### config.mk
export PLATFORM = sky130hd
export DESIGN_NAME = pipo_rr_arbiter
export DESIGN_NICKNAME = d
export VERILOG_FILES = /design/src/rtl/pipo_rr_arbiter.sv
export SDC_FILE = /design/constraint.sdc
export NUM_CORES = 1
export LEC_CHECK = 0
export BUFFER_PORTS_ARGS = -buffer_cell sky130_fd_sc_hd__buf_2
export CAP_MARGIN = 20
export CORE_MARGIN = 3
export CORE_UTILIZATION = 50
export CTS_CLUSTER_DIAMETER = 200
export DETAILED_ROUTE_END_ITERATION = 10
export GPL_ROUTABILITY_DRIVEN = 0
export PLACE_DENSITY = 0.83
export SLEW_MARGIN = 0
export SYNTH_ARGS = -nofsm -noshare
export SYNTH_HDL_FRONTEND = slang
export SYNTH_SLANG_ARGS = --single-unit
### constraint.sdc
create_clock -name clk -period 2.85 [get_ports clk]
set_input_delay 0.57 -clock clk [delete_from_list [all_inputs] [get_ports clk]]
set_output_delay 0.57 -clock clk [all_outputs]
set_load 0.02 [all_outputs]
### src/rtl/pipo_rr_arbiter.sv
// pipo_rr_arbiter
// Round-robin write arbiter and strobe sequencer for one shared PIPO byte
// register. Each write is a fixed four-cycle sequence: the winner's data is
// captured, held for a setup cycle, strobed for one cycle, and held for one
// more cycle while the requester is granted.
//
// Ports
//   clk       system clock, rising edge
//   rst       asynchronous, active-high reset
//   req       per-requester write request (level, held until granted)
//   wdata     per-requester data, slice i = wdata[i*DW +: DW]
//   gnt       one-hot, 1-cycle grant pulse completing a write
//   pipo_d    registered data to the PIPO register input
//   pipo_che  registered load strobe to the PIPO register
//   busy      high while a write sequence is in progress
//   last_id   index of the most recently completed write
//
// state  | meaning
// -------+---------------------------------------------------------
// IDLE   | arbitrate; capture winner's data and index on a request
// SETUP  | pipo_d stable, strobe low
// STROBE | strobe high for one cycle, register loads on its edge
// HOLD   | strobe low, data held, grant pulse, advance pointer

module pipo_rr_arbiter #(
  parameter int N_REQ = 4,
  parameter int DW    = 8,
  localparam int ID_W = $clog2(N_REQ)
) (
  input  logic                clk,
  input  logic                rst,
  input  logic [N_REQ-1:0]    req,
  input  logic [N_REQ*DW-1:0] wdata,
  output logic [N_REQ-1:0]    gnt,
  output logic [DW-1:0]       pipo_d,
  output logic                pipo_che,
  output logic                busy,
  output logic [ID_W-1:0]     last_id
);

  localparam logic [1:0] S_IDLE   = 2'd0;
  localparam logic [1:0] S_SETUP  = 2'd1;
  localparam logic [1:0] S_STROBE = 2'd2;
  localparam logic [1:0] S_HOLD   = 2'd3;

  logic [1:0]      state;
  logic [ID_W-1:0] ptr;
  logic [ID_W-1:0] cur_id;
  logic            win_found;
  logic [ID_W-1:0] win_id;
  logic [ID_W-1:0] nxt_ptr;

  // First set request at or after ptr, wrapping from N_REQ-1 back to 0.
  always_comb begin
    int idx;
    win_found = 1'b0;
    win_id    = '0;
    idx       = 0;
    for (int k = 0; k < N_REQ; k++) begin
      idx = int'(ptr) + k;
      if (idx >= N_REQ) idx = idx - N_REQ;
      if (!win_found && req[idx]) begin
        win_found = 1'b1;
        win_id    = ID_W'(idx);
      end
    end
  end

  // The just-served requester becomes lowest priority next time.
  assign nxt_ptr = (cur_id == ID_W'(N_REQ - 1)) ? '0 : cur_id + 1'b1;

  assign busy = (state != S_IDLE);

  always_ff @(posedge clk or posedge rst) begin
    if (rst) begin
      state    <= S_IDLE;
      ptr      <= '0;
      cur_id   <= '0;
      gnt      <= '0;
      pipo_d   <= '0;
      pipo_che <= 1'b0;
      last_id  <= '0;
    end else begin
      // Strobe and grant are single-cycle pulses, low unless the state sets them.
      gnt      <= '0;
      pipo_che <= 1'b0;
      case (state)
        S_IDLE: begin
          if (win_found) begin
            pipo_d <= wdata[win_id*DW +: DW];
            cur_id <= win_id;
            state  <= S_SETUP;
          end
        end
        S_SETUP: begin
          pipo_che <= 1'b1;
          state    <= S_STROBE;
        end
        S_STROBE: begin
          gnt   <= {{(N_REQ-1){1'b0}}, 1'b1} << cur_id;
          state <= S_HOLD;
        end
        S_HOLD: begin
          last_id <= cur_id;
          ptr     <= nxt_ptr;
          state   <= S_IDLE;
        end
        default: state <= S_IDLE;
      endcase
    end
  end

endmodule

==> run_results.csv <==
group,metric,value,unit
status,status,"complete, no violations",
synthesis,syn-cell-area,1261,µm²
sta,finalMaxSlewViolations,0,
setup_path,reg2reg_depth,5,
cells_and_area,nets,226,
synthesis,synth_edf_count,0,
routing,detail-route-antenna-nets,0,
floorplan,dieWidth,56.23,µm
routing,num_vias,1082,
cells_and_area,n_fill_cell,197,
setup_path,worstPathCellList,"nand2b_1 -> a21oi_2 -> or3_1 -> mux2i_1 -> a211oi_1",
synthesis,synthFlopType,"dfrtp_1",
synthesis,yosys-top-cells-count,"dfrtp_1 (21), nand2_1 (13), nor2_1 (10)",
synthesis,ys_ff_latch,21,
clock_network,clockBufferDepth,2,
clock_network,cts_tree,"built",
routing,viasPerCell,5.252,
synthesis,syn_nets,169,
synthesis,synth_warnings,0,
floorplan,core_region_area,2297,µm²
floorplan,ios,54,
sta,hold_viol_final,0,
grt,grt_pass1_wl,4.878,mm
cells_and_area,syn2layout_area_growth,24.31,%
sta,worstMarginPinSlew,858.9,ps
synthesis,seq_area_frac_synth,41.67,%
placed_design,placed_cells,201,
synthesis,netlist.area_leader.share,41.67,%
placed_design,port_buffers,53,
synthesis,syn_area_per_cell,10.34,µm²
setup_path,worst_path_max_delay_cell,"or3_1",
synthesis,synth_most_common_cell,"dfrtp_1",
routing,wirelength,2.915,mm
cells_and_area,regArea,525.5,µm²
pwr,cellPowerDensity,965.2,nW/µm²
setup_path,critical_path_buf_inv_count,0,
sta,setup_viol,0,
setup_path,path_class,"flip-flop to flip-flop",
pwr,ir_drop,664.4,µV
floorplan,dieHeight,56.23,µm
sta,slew_headroom,42.74,%
floorplan,dieArea,3161,µm²
routing,drc_errors,0,
sta,min_period,2294,ps
grt,groute.usage.overall,19.28,%
sta,fin_tns_setup,0,ps
cells_and_area,multiInputGateArea,674.4,µm²
hold_path,hold_class,"input port to asynchronous set/reset pin",
clock_network,cts_sinks,21,
setup_path,cp-start-kind,"flip-flop",
floorplan,rows,17,
sta,finClkSkew,1.739,ps
clock_network,clkSlewWorstSetupHoldPaths,130,ps
grt,grt-ovfl-total,0,
synthesis,synth_top_area_cell,"dfrtp_1",
clock_network,insertion_delay,310,ps
sta,fin_crit_sh,80.47,%
cells_and_area,drive_above_1_share,41.01,%
setup_path,max_stage_delay,740,ps
synthesis,synth.distinct_cells,27,
clock_network,postCtsSetupRepairBufs,0,
floorplan,initial_core_util,54.90,%
clock_network,cts_hold_buf,0,
setup_path,critPathTopFamily,"simple AND/OR/NAND/NOR gates",
clock_network,cts_buffers,3,
sta,max_freq,0.4360,GHz
placed_design,dp_hpwl,2.191,mm
job,maxCapViolCount,0,
grt,antenna_found_initial,0,
grt,grt_pass1_vias,1142,
setup_path,end_kind,"flip-flop",
synthesis,synthCells,122,
routing,drt_first_pass_iters,4,
sta,grt_setup_unrepaired,"false",
synthesis,synthTopCellsByArea,"dfrtp_1 (42%), a211oi_2 (8.9%), ha_1 (8.9%)",
clock_network,ctsResizeCount,0,
cells_and_area,finalNonFillerCells,206,
clock_network,h-tree-depth,1,
cells_and_area,antennaDiodeCount,0,
setup_path,required,3070,ps
synthesis,async_reset_ff_share,100.0,%
pwr,power_leakage,0.8050,nW
setup_path,critPathArrivalTime,2520,ps
routing,drt-initial-drc-count,33,
setup_path,crit_path_max_fanout,17,
routing,wl_per_cell,14.15,µm
grt,grt_max_degree,22,
setup_path,cp_num_cells,5,
clock_network,clockRootBuffer,"clkbuf_4",
sta,holdWs,394.9,ps
==> logic make-up after synthesis <==
kind of cell,count (synthesis),synth area share [%]
flip-flops,21,41.67
AND/OR/NAND/NOR,44,16.47
AO/OA/AOI/OAI,26,18.25
adder cells (fa/ha/maj),9,8.929
multiplexers,12,9.822
buffers and inverters,10,4.861
==> layout make-up <==
type	count	area share, %
multi-input combinational	91	43.02
sequential	21	33.52
timing repair buffer	54	17.40
tap	28	2.235
inverter	8	1.915
clock buffer	3	1.437
clock inverter	1	0.4789
==> state kept, by name, summed over array words and instances (netlist names) <==
signal	cells
state	2
gnt	4
pipo_che	1
last_id	2
pipo_d	8
cur_id	2
ptr	2
==> layout by cell type (no fill, tap or decap), types with 3 or more instances in the layout <==
cell type	count
nor2_1	10
mux2_2	3
and2_1	4
mux2i_1	9
dfrtp_1	21
inv_1	8
ha_1	9
buf_2	53
nand2b_1	3
o21ai_1	3
nand2_1	13
clkbuf_4	4
a211oi_1	7
a211oi_2	9
nor3_1	9
==> worst paths after layout <==
kind / from / slack (ps) / end
hold reg to reg: last_id[0] / 520 / last_id[0]
max in group asynchronous: rst / 1960 / ptr[0]
setup / recovery: ptr[1] / 560 / pipo_d[5]
hold / removal: rst / 390 / pipo_d[5]
setup reg to reg: ptr[1] / 560 / pipo_d[5]
min in group clk: last_id[0] / 520 / last_id[0]
==> per-layer routing <==
| metal | wire length (µm) | part of all wire, % | GRT usage [%] | vias up |
|---|---|---|---|---|
| met4 | 56 | 1.9 | 7.797 | 0 |
| met1 | 1215 | 42 | 22.25 | 491 |
| met2 | 1440 | 49 | 34.06 | 42 |
| met3 | 203 | 7.0 | 4.408 | 7 |
| met5 | 0 | 0 | 0 | - |
| li1 | - | - | - | 542 |
==> where the power goes <==
part           internal, mW  total, mW  switching [mW]  leakage (nW)
clock network        0.0535      0.152          0.0985        0.0139
registers             0.434      0.518          0.0838         0.254
logic                 0.328      0.843           0.515         0.537
==> stage by stage <==
| step | instance area, µm² | util, % | worst slack, ps | power (mW) |
|---|---|---|---|---|
| global placement | 1530 | 66.61 | 512.5 | 1.320 |
| finish | 1568 | 68.25 | 556.5 | 1.513 |
| global route | 1568 | 68.25 | 329.8 | 1.638 |
| floorplan | 1261 | - | 949.9 | 1.148 |
| CTS | 1560 | 67.92 | 545.7 | 1.517 |
| detailed placement | 1530 | 66.61 | 416.4 | 1.364 |
Power figures use the tool's default switching activity.
